[config.mk]
export PLATFORM = sky130hd
export DESIGN_NAME = mem_ifetch_responder_flat
export DESIGN_NICKNAME = d
export VERILOG_FILES = /design/src/rtl/mem_ifetch_responder_if.sv /design/src/rtl/mem_ifetch_responder.sv /design/src/flat_wrapper.sv
export SDC_FILE = /design/constraint.sdc
export NUM_CORES = 1
export LEC_CHECK = 0
export ABC_AREA = 1
export BUFFER_PORTS_ARGS = -buffer_cell sky130_fd_sc_hd__buf_2
export CORE_UTILIZATION = 40
export CTS_BUF_LIST = sky130_fd_sc_hd__clkbuf_4
export CTS_CLUSTER_SIZE = 16
export DETAILED_ROUTE_END_ITERATION = 8
export HOLD_SLACK_MARGIN = 0.05
export SLEW_MARGIN = 20
export SYNTH_ARGS = -nofsm -noshare
export SYNTH_HDL_FRONTEND = slang
export SYNTH_SLANG_ARGS = --single-unit
[constraint.sdc]
create_clock -name clk_in -period 10.7 [get_ports clk_in]
set_input_delay 1.07 -clock clk_in [delete_from_list [all_inputs] [get_ports clk_in]]
set_output_delay 1.07 -clock clk_in [all_outputs]
set_load 0.01 [all_outputs]
[src/rtl/mem_ifetch_responder_if.sv]
// Fetcher request/response and RAM bus signals of the instruction-fetch responder.
// master = fetcher/arbiter/RAM side, slave = responder.
interface mem_ifetch_responder_if #(
  parameter int ADDR_WIDTH = 32
);
  logic                  en_signal_from_if;
  logic [ADDR_WIDTH-1:0] pc_from_if;
  logic                  drop_flag_from_if;
  logic [31:0]           inst_to_if;
  logic                  ok_flag_to_if;
  logic                  bus_req;
  logic                  bus_gnt;
  logic [ADDR_WIDTH-1:0] mem_a_out;
  logic [7:0]            mem_din_in;

  modport master (
    output en_signal_from_if, pc_from_if, drop_flag_from_if, bus_gnt, mem_din_in,
    input  inst_to_if, ok_flag_to_if, bus_req, mem_a_out
  );

  modport slave (
    input  en_signal_from_if, pc_from_if, drop_flag_from_if, bus_gnt, mem_din_in,
    output inst_to_if, ok_flag_to_if, bus_req, mem_a_out
  );
endinterface

[src/rtl/mem_ifetch_responder.sv]
// Instruction-fetch responder: reads 4 bytes over the shared RAM bus, returns a little-endian word with a 1-cycle ok pulse.
// Latency 7 cycles from en with immediate grant (+1 per grant wait); rdy_in low stalls and restarts the read, drop aborts.
module mem_ifetch_responder #(
  parameter int ADDR_WIDTH = 32,
  parameter int INST_BYTES = 4
) (
  input  logic                 clk_in,
  input  logic                 rst_in,
  input  logic                 rdy_in,
  mem_ifetch_responder_if.slave ifp
);
  typedef enum logic [1:0] {IDLE, WAIT_GNT, READ} state_t;

  localparam logic [2:0] LAST_CNT = 3'(INST_BYTES);

  state_t                     state_q, state_d;
  logic [ADDR_WIDTH-1:0]      pc_q, pc_d;
  logic [ADDR_WIDTH-1:0]      addr_q, addr_d;
  logic [2:0]                 cnt_q, cnt_d;
  logic [INST_BYTES-2:0][7:0] bytes_q, bytes_d;
  logic                       restart_q, restart_d;
  logic                       ok_q, ok_d;
  logic                       req_q, req_d;
  logic [31:0]                inst_q, inst_d;

  always_ff @(posedge clk_in or posedge rst_in) begin
    if (rst_in) begin
      state_q   <= IDLE;
      pc_q      <= '0;
      addr_q    <= '0;
      cnt_q     <= '0;
      bytes_q   <= '0;
      restart_q <= 1'b0;
      ok_q      <= 1'b0;
      req_q     <= 1'b0;
      inst_q    <= '0;
    end else begin
      state_q   <= state_d;
      pc_q      <= pc_d;
      addr_q    <= addr_d;
      cnt_q     <= cnt_d;
      bytes_q   <= bytes_d;
      restart_q <= restart_d;
      ok_q      <= ok_d;
      req_q     <= req_d;
      inst_q    <= inst_d;
    end
  end

  // cnt_q counts READ edges: edge with cnt=c issues address pc+c+1 and captures byte c-1.
  always_comb begin
    state_d   = state_q;
    pc_d      = pc_q;
    addr_d    = addr_q;
    cnt_d     = cnt_q;
    bytes_d   = bytes_q;
    restart_d = restart_q;
    ok_d      = ok_q;
    req_d     = req_q;
    inst_d    = inst_q;

    if (ifp.drop_flag_from_if) begin
      state_d   = IDLE;
      addr_d    = '0;
      cnt_d     = '0;
      bytes_d   = '0;
      restart_d = 1'b0;
      ok_d      = 1'b0;
      req_d     = 1'b0;
    end else if (!rdy_in) begin
      // RAM keeps returning data while stalled, so whatever was collected is stale on resume.
      if (state_q == READ) restart_d = 1'b1;
    end else begin
      ok_d = 1'b0;
      unique case (state_q)
        IDLE: begin
          if (ifp.en_signal_from_if) begin
            pc_d    = ifp.pc_from_if;
            req_d   = 1'b1;
            state_d = WAIT_GNT;
          end
        end
        WAIT_GNT: begin
          if (ifp.bus_gnt) begin
            state_d = READ;
            addr_d  = pc_q;
            cnt_d   = '0;
          end
        end
        READ: begin
          if (!ifp.bus_gnt) begin
            state_d   = WAIT_GNT;
            addr_d    = '0;
            cnt_d     = '0;
            bytes_d   = '0;
            restart_d = 1'b0;
          end else if (restart_q) begin
            addr_d    = pc_q;
            cnt_d     = '0;
            bytes_d   = '0;
            restart_d = 1'b0;
          end else if (cnt_q == LAST_CNT) begin
            inst_d  = {ifp.mem_din_in, bytes_q};
            ok_d    = 1'b1;
            req_d   = 1'b0;
            addr_d  = '0;
            cnt_d   = '0;
            bytes_d = '0;
            state_d = IDLE;
          end else begin
            if (cnt_q < LAST_CNT - 3'd1) addr_d = pc_q + ADDR_WIDTH'(cnt_q) + ADDR_WIDTH'(1);
            else                         addr_d = '0;
            for (int i = 0; i < INST_BYTES - 1; i++) begin
              if (cnt_q == 3'(i + 1)) bytes_d[i] = ifp.mem_din_in;
            end
            cnt_d = cnt_q + 3'd1;
          end
        end
        default: state_d = IDLE;
      endcase
    end
  end

  assign ifp.inst_to_if    = inst_q;
  assign ifp.ok_flag_to_if = ok_q;
  assign ifp.bus_req       = req_q;
  assign ifp.mem_a_out     = addr_q;
endmodule

[src/flat_wrapper.sv]
// flat-port wrapper written by rule: the top's interface ports become plain ports
module mem_ifetch_responder_flat 
#(
  parameter int ADDR_WIDTH = 32,
  parameter int INST_BYTES = 4
)
  (clk_in, rst_in, rdy_in, ifp_en_signal_from_if, ifp_pc_from_if, ifp_drop_flag_from_if, ifp_bus_gnt, ifp_mem_din_in, ifp_inst_to_if, ifp_ok_flag_to_if, ifp_bus_req, ifp_mem_a_out);
  mem_ifetch_responder_if #(.ADDR_WIDTH(ADDR_WIDTH)) ifp_i ();
  input  logic clk_in;
  input  logic rst_in;
  input  logic rdy_in;
  input wire logic [$bits(ifp_i.en_signal_from_if)-1:0] ifp_en_signal_from_if;
  input wire logic [$bits(ifp_i.pc_from_if)-1:0] ifp_pc_from_if;
  input wire logic [$bits(ifp_i.drop_flag_from_if)-1:0] ifp_drop_flag_from_if;
  input wire logic [$bits(ifp_i.bus_gnt)-1:0] ifp_bus_gnt;
  input wire logic [$bits(ifp_i.mem_din_in)-1:0] ifp_mem_din_in;
  output wire logic [$bits(ifp_i.inst_to_if)-1:0] ifp_inst_to_if;
  output wire logic [$bits(ifp_i.ok_flag_to_if)-1:0] ifp_ok_flag_to_if;
  output wire logic [$bits(ifp_i.bus_req)-1:0] ifp_bus_req;
  output wire logic [$bits(ifp_i.mem_a_out)-1:0] ifp_mem_a_out;
  assign ifp_i.en_signal_from_if = ifp_en_signal_from_if;
  assign ifp_i.pc_from_if = ifp_pc_from_if;
  assign ifp_i.drop_flag_from_if = ifp_drop_flag_from_if;
  assign ifp_i.bus_gnt = ifp_bus_gnt;
  assign ifp_i.mem_din_in = ifp_mem_din_in;
  assign ifp_inst_to_if = ifp_i.inst_to_if;
  assign ifp_ok_flag_to_if = ifp_i.ok_flag_to_if;
  assign ifp_bus_req = ifp_i.bus_req;
  assign ifp_mem_a_out = ifp_i.mem_a_out;
  mem_ifetch_responder #(.ADDR_WIDTH(ADDR_WIDTH), .INST_BYTES(INST_BYTES)) u_core (.clk_in(clk_in), .rst_in(rst_in), .rdy_in(rdy_in), .ifp(ifp_i));
endmodule
==> results.json, run 1 <==
{
  "r2r_slack_ns": 7.93,
  "final_cell_area_um2": 7455,
  "first_global_vias": 5495,
  "path_clk_slew_ns": 0.12,
  "fin_ws_ns": 7.809,
  "avgSynthCellArea_um2": 8.194,
  "ys_warn_count": 0,
  "reg2regPathDepth": 7,
  "synth_cell_types": 34,
  "vias_per_cell": 5.009,
  "drc": 0,
  "htreeDepth": 4,
  "start_util_pct": 41.70,
  "cp.required_ns": 11.14,
  "grt_overflow": 0,
  "cts_buffers": 17,
  "top_usage_layer": "met2",
  "std_cell_rows": 45,
  "synth.most_common_cell": "nand2_1",
  "met1_usage_pct": 29.07,
  "synth_edf_count": 0,
  "pre_cts_ws_ns": 7.215,
  "io_pins": 112,
  "area_growth_pct": 15.89,
  "p_leak_nw": 3.777,
  "syn_inst": 785,
  "cts_setup_buffers": 0,
  "drive_gt1_share_pct": 19.31,
  "fin_hold_ws_ns": 0.4945,
  "final_cell_count_no_fill": 1113,
  "period_needed_ns": 2.891,
  "grt_usage_pct": 21.73,
  "cts_resized": 0,
  "total_power_mw": 1.756,
  "drtPass1Iterations": 5,
  "netlist_area_um2": 6432,
  "ctsHoldBuffers": 0,
  "gp_congestion": 0.8920,
  "die_w_um": 128.8,
  "r2r_start": "u_core.state_q[1]",
  "min_path_type": "reg -> reg",
  "fin_util_pct": 48.32,
  "whs_path_depth": 2,
  "antenna_found_initial": 1,
  "seq_area_frac_synth_pct": 49.80,
  "synth_top_area_share_pct": 49.80,
  "peakVddDrop_v": 0.00008482,
  "reg2reg_to": "u_core.ifp.mem_a_out[18]",
  "tns_ns": 0,
  "grt_pass1_wl_um": 27800,
  "outcome": "finished, final reports clean",
  "vias": 5575,
  "p_per_area_nw_per_um2": 235.5,
  "cts.path.max_buffers": 2,
  "synth_top_cells_by_count": "nand2_1, dfrtp_1, nor2_1",
  "dp.final_hpwl_um": 11630,
  "wirelength_um": 16640,
  "core_area_um2": 15430,
  "wl_per_cell_um": 14.95,
  "yosysTopAreaCell": "dfrtp_1",
  "critPathKind": "in -> reg",
  "crit_arrival_ns": 3.33,
  "worst-path-max-fanout": 42,
  "numPortBuffers": 111,
  "ys_seq_elements": 128,
  "postSynth.asyncResetShare_pct": 100.0,
  "place_inst": 1080,
  "cts_num_sinks": 128,
  "cap_violations": 0,
  "place_area_um2": 7124,
  "end_kind": "flop",
  "antenna_left": 0,
  "dieHeight_um": 128.8,
  "slew_headroom_pct": 38.93,
  "hold_viol": 0,
  "tightest_slew_ns": 0.9160,
  "slew_violations": 0,
  "synthFlopType": "dfrtp_1",
  "worst_setup_path_start_kind": "primary input",
  "min-delay-start": "u_core.bytes_q[3]",
  "layout.nets": 943,
  "initialDrtViolationCount": 407,
  "worstHoldEndpoint": "u_core.bytes_q[3]",
  "grt_use_met2_pct": 34.75,
  "finalCritPeriodShare_pct": 27.02,
  "grt_setup_unrepaired": "no",
  "clockRootBuffer": "clkbuf_4",
  "nFillCells": 1630,
  "use_met3_pct": 4.990,
  "setup_viol": 0,
  "clk_latency_ns": 0.56,
  "max_freq_mhz": 345.9,
  "grt_max_degree": 72,
  "finClkSkew_ns": 0.01619,
  "cts_tree": "built",
  "ys_top_cells_by_area": "dfrtp_1, nand2_1, a21oi_1, nor2_1, mux2_1",
  "syn_nets": 840,
  "fp.dieArea_um2": 16590
}
## logic make-up (layout without fill, tap and decap cells)
group,Yosys count,in the layout,synth area share [%]
AND/OR/NAND/NOR,361,361,22.95
AO/OA/AOI/OAI,163,163,13.42
flip-flops,128,128,49.80
buffers and inverters,88,204,5.816
multiplexers,32,32,5.602
adder cells (fa/ha/maj),9,9,1.867
XOR/XNOR,4,4,0.5447
other,0,1,0
## worst max path at each step
stage               depth (start not counted)                  endpoint                   from  slack, ns
finish                                      8  u_core.ifp.mem_a_out[18]  ifp_drop_flag_from_if       7.81
global route                                8           u_core.cnt_q[2]  ifp_drop_flag_from_if       7.65
CTS                                         8  u_core.ifp.mem_a_out[18]  ifp_drop_flag_from_if       7.83
detailed placement                          8           u_core.cnt_q[2]  ifp_drop_flag_from_if       7.21
global placement                            8           u_core.cnt_q[2]  ifp_drop_flag_from_if       7.27
floorplan                                   1         u_core.bytes_q[0]                 rst_in       6.22
## registers in the layout (all words and copies together), names as in the netlist
signal                    flops
u_core.state_q                2
u_core.restart_q              1
u_core.pc_q                  32
u_core.ifp.ok_flag_to_if      1
u_core.cnt_q                  3
u_core.bytes_q               24
u_core.ifp.bus_req            1
u_core.ifp.mem_a_out         32
u_core.ifp.inst_to_if        32
## power breakdown
part / switching (mW) / internal [mW]
Combinational: 0.404 / 0.216
Clock: 0.219 / 0.152
Sequential: 0.142 / 0.623
Total: 0.765 / 0.990
## critical path, cell delays in order
cell and delay, ns:
buf_2 0.14, a21oi_2 0.10, buf_4 0.43, o21ai_0 0.19
nand2_2 0.61, inv_2 0.47, nor2_1 0.23, a21oi_1 0.07
## metal layers
layer  wire length, um  vias up
li1                  -     2788
met1              7783     2620
met2              7807      140
met3               742       27
met4               310        0
met5                 0        -
## area by class of cell
type | count | area, um2 | area share (%)
inverters | 57 | 216.5 | 2.904
clock buffers | 17 | 127.6 | 1.712
repair buffers | 115 | 585.6 | 7.855
clock inverters | 15 | 191.4 | 2.568
multi-input cells | 569 | 2864 | 38.42
well taps | 211 | 264.0 | 3.541
flip-flops and latches | 128 | 3203 | 42.97
diodes | 1 | 2.502 | 0.03357
## cells in the final DEF (no fill, tap or decap), drive strengths merged, types with 2 or more instances in the layout
master / count
nand3: 49
nand4: 5
nor3: 2
clkinv: 2
mux2: 32
dfrtp: 128
nor2: 111
clkbuf: 17
a21oi: 107
inv: 68
xnor2: 3
bufinv: 2
nand2: 193
a22oi: 3
o211ai: 2
ha: 8
buf: 115
o21ai: 47
Note: power is estimated with default switching activity, not from simulation.
==> run 2: changes to the inputs <==
--- a/config.mk
+++ b/config.mk
@@ -5,7 +5,7 @@
 export SDC_FILE = /design/constraint.sdc
 export NUM_CORES = 1
 export LEC_CHECK = 0
-export ABC_AREA = 1
+export ABC_AREA = 0
 export BUFFER_PORTS_ARGS = -buffer_cell sky130_fd_sc_hd__buf_2
 export CORE_UTILIZATION = 40
 export CTS_BUF_LIST = sky130_fd_sc_hd__clkbuf_4
==> constraint.sdc (replaced) <==
create_clock -name clk_in -period 2.5 [get_ports clk_in]
set_input_delay 0.25 -clock clk_in [delete_from_list [all_inputs] [get_ports clk_in]]
set_output_delay 0.25 -clock clk_in [all_outputs]
set_load 0.01 [all_outputs]
==> run 2 against run 1 <==
  * Worst setup slack worse by 7.7 ns
  * Critical path type is now reg -> reg
  * Count of clock-buffer cells in the layout up 2
  * Global-route usage down 0.086 points
  * Sequential share of layout area down 4.0 points
  * Highest routed layer unchanged
  * Total power rose to 2.8 times the previous value
  * Die area down 0.81%
  * Clock skew down 0.00093 ns
  * Synthesized cell count down 23%
  * Largest power group unchanged
  * Via count down 2.3%
  * Worst hold slack worse by 0.32 ns
  * Design area up 10%
  * Final cell count down 9.4%
==> results.json, run 2 <==
{
  "outcome": "finished, final reports clean",
  "fin_util_pct": 53.55,
  "crit_path_top_delay_cell": "or3_4",
  "crit_top_cell": "inv_2",
  "synth_top_cells_by_count": "dfrtp_1, mux2_2, nand2_1",
  "grt_max_degree": 58,
  "hold_viol": 0,
  "critPathKind": "reg -> reg",
  "cts_buffers": 17,
  "first_global_vias": 5338,
  "syn_nets": 656,
  "p_per_area_nw_per_um2": 599.2,
  "synth_top_area_share_pct": 50.21,
  "setup_viol": 0,
  "grt_pass1_wl_um": 27520,
  "cp_cell_sequence": "inv_2, ha_1, inv_2, fa_2, a21oi_4, or3_4, nor3_4, mux2_4, a311oi_2",
  "mostFrequentLayoutCell": "dfrtp_1",
  "max_freq_mhz": 410.6,
  "period_needed_ns": 2.436,
  "slew_violations": 0,
  "worst-path-max-fanout": 5,
  "nFillCells": 1393,
  "worstHoldEndpoint": "u_core.ifp.bus_req",
  "core_area_um2": 15370,
  "io_pins": 112,
  "finalCritPeriodShare_pct": 97.42,
  "start_util_pct": 41.51,
  "cts_num_sinks": 128,
  "critPathMaxStageDelay_ns": 0.41,
  "whs_path_depth": 4,
  "fp.dieArea_um2": 16460,
  "clockRootBuffer": "clkbuf_4",
  "drive_gt1_share_pct": 37.44,
  "reg2reg_to": "u_core.ifp.mem_a_out[22]",
  "path_clk_slew_ns": 0.12,
  "multiInputGateArea_um2": 3069,
  "cts.path.max_buffers": 2,
  "htreeDepth": 4,
  "syn_inst": 601,
  "dieHeight_um": 128.3,
  "netlist_area_um2": 6380,
  "numPortBuffers": 111,
  "grt_overflow": 0,
  "cap_violations": 0,
  "synth.most_common_cell": "dfrtp_1",
  "layout.nets": 839,
  "mostFrequentLayoutCells": "dfrtp_1, buf_2, mux2_2",
  "grt_usage_pct": 21.64,
  "seq_area_frac_synth_pct": 50.21,
  "wl_per_cell_um": 16.73,
  "yosysTopAreaCell": "dfrtp_1",
  "synth_edf_count": 0,
  "initialDrtViolationCount": 414,
  "wirelength_um": 16860,
  "antenna_found_initial": 1,
  "vias_per_cell": 5.406,
  "cts_tree": "built",
  "seq_area_um2": 3203,
  "area_growth_pct": 29.01,
  "avgSynthCellArea_um2": 10.62,
  "ys_seq_elements": 128,
  "r2r_start": "u_core.cnt_q[0]",
  "ys_warn_count": 0,
  "min_path_type": "in -> reg",
  "synthFlopType": "dfrtp_1",
  "finClkSkew_ns": 0.01526,
  "std_cell_rows": 45,
  "die_w_um": 128.3,
  "final_cell_count_no_fill": 1008,
  "worst_setup_path_start_kind": "flop",
  "ys_top_cells_by_area": "dfrtp_1, mux2_2, o21ai_0, nand2_1, a21oi_1",
  "antenna_left": 0,
  "dp.final_hpwl_um": 11640,
  "clk_latency_ns": 0.55,
  "place_inst": 931,
  "postSynth.asyncResetShare_pct": 100.0,
  "cp.required_ns": 2.96,
  "drtPass1Iterations": 5,
  "crit_arrival_ns": 2.89,
  "end_kind": "flop",
  "tightest_slew_ns": 0.7501,
  "gp_congestion": 0.8747,
  "vias": 5449,
  "r2r_slack_ns": 0.06,
  "drc": 0,
  "synth_cell_types": 63,
  "min-delay-start": "ifp_en_signal_from_if",
  "p_leak_nw": 3.896,
  "slew_headroom_pct": 49.89,
  "peakVddDrop_v": 0.0003195,
  "reg2regPathDepth": 9
}
[run 2: changes by cell type in the layout (fill, tap and decap cells not counted), moves of 41 or more]
cell           delta
inv_1            -44
mux2_2           +84
nand3_1          -41
nand2_1         -136
a21oi_1          -73
nor2_1           -73
dlygate4sd3_1    +43
[run 2: critical path: cells and delay by family (launching register included)]
family / cells / cell delay, ns
compound gates: 2 / 0.35
flops: 1 / 0.39
mux: 1 / 0.33
simple gates: 2 / 0.71
buf+inv: 2 / 0.14
fa+ha+maj: 2 / 0.44
[run 2: power by group]
| group | total [mW] | internal (mW) | switching (mW) | leakage, nW |
|---|---|---|---|---|
| clock | 1.36 | 0.596 | 0.765 | 0.140 |
| combinational | 1.05 | 0.514 | 0.539 | 2.08 |
| sequential | 2.52 | 2.30 | 0.218 | 1.67 |
[run 2: how the worst max path moves through the flow]
| stage | endpoint | startpoint | slack [ns] |
|---|---|---|---|
| 2_1_floorplan | u_core.ifp.mem_a_out[22] | u_core.cnt_q[0] | 0.03 |
| 3_3_place_gp | u_core.ifp.mem_a_out[28] | u_core.cnt_q[0] | 0.07 |
| 3_5_place_dp | u_core.ifp.mem_a_out[22] | u_core.cnt_q[0] | -0.04 |
| 4_1_cts | u_core.ifp.mem_a_out[22] | u_core.cnt_q[0] | 0.02 |
| 5_1_grt | u_core.ifp.mem_a_out[22] | u_core.cnt_q[0] | -0.02 |
| 6_report | u_core.ifp.mem_a_out[22] | u_core.cnt_q[0] | 0.06 |
[run 2: stage by stage]
step / cell area, um2 / TNS [ns] / hold WS, ns / total power, mW / setup WS (ns)
floorplan: 6395 / 0 / 0.3668 / 3.102 / 0.03260
global placement: 7458 / 0 / 0.4062 / 3.490 / 0.07297
detailed placement: 7458 / -0.08049 / 0.4097 / 3.524 / -0.04190
CTS: 8162 / 0 / 0.1157 / 4.954 / 0.01871
global route: 8230 / -0.02553 / 0.1237 / 5.232 / -0.02461
finish: 8230 / 0 / 0.1731 / 4.931 / 0.06450
[run 2: area by class of cell]
cell class | instances | area share [%]
sequential | 128 | 38.92
inverter | 12 | 0.5929
tap | 211 | 3.208
antenna | 1 | 0.03040
clock inverter | 12 | 1.459
clock buffer | 19 | 1.733
multi-input combinational | 424 | 37.29
timing repair buffer | 201 | 16.77
[run 2: kinds of logic (layout without fill, tap and decap cells)]
family / after synthesis / after routing / share of synthesized area [%]
flops: 128 / 128 / 50.21
xor+xnor: 1 / 1 / 0.1373
simple gates: 184 / 184 / 14.81
fa+ha+maj: 9 / 9 / 1.883
other cells: 0 / 1 / 0
compound gates: 140 / 140 / 14.20
mux: 90 / 90 / 15.85
buf+inv: 49 / 244 / 2.922
[run 2: layer usage]
metal / vias to the layer above / GRT usage (%) / part of all wire (%)
li1: 2587 / - / -
met1: 2693 / 30.25 / 47
met2: 148 / 33.61 / 47
met3: 21 / 4.341 / 5.0
met4: 0 / 6.990 / 1.5
met5: - / 0 / 0
[run 2: timing repair]
| action | 4_1_cts | 5_1_grt |
|---|---|---|
| resized for setup | 2 | 11 |
| gates cloned | 0 | 0 |
| hold buffers | 43 | 0 |
| pin swaps | 0 | 2 |
| endpoints found under the setup margin | 4 | 32 |
| endpoints found under the hold margin | 72 | 0 |
| buffers inserted | 0 | 2 |
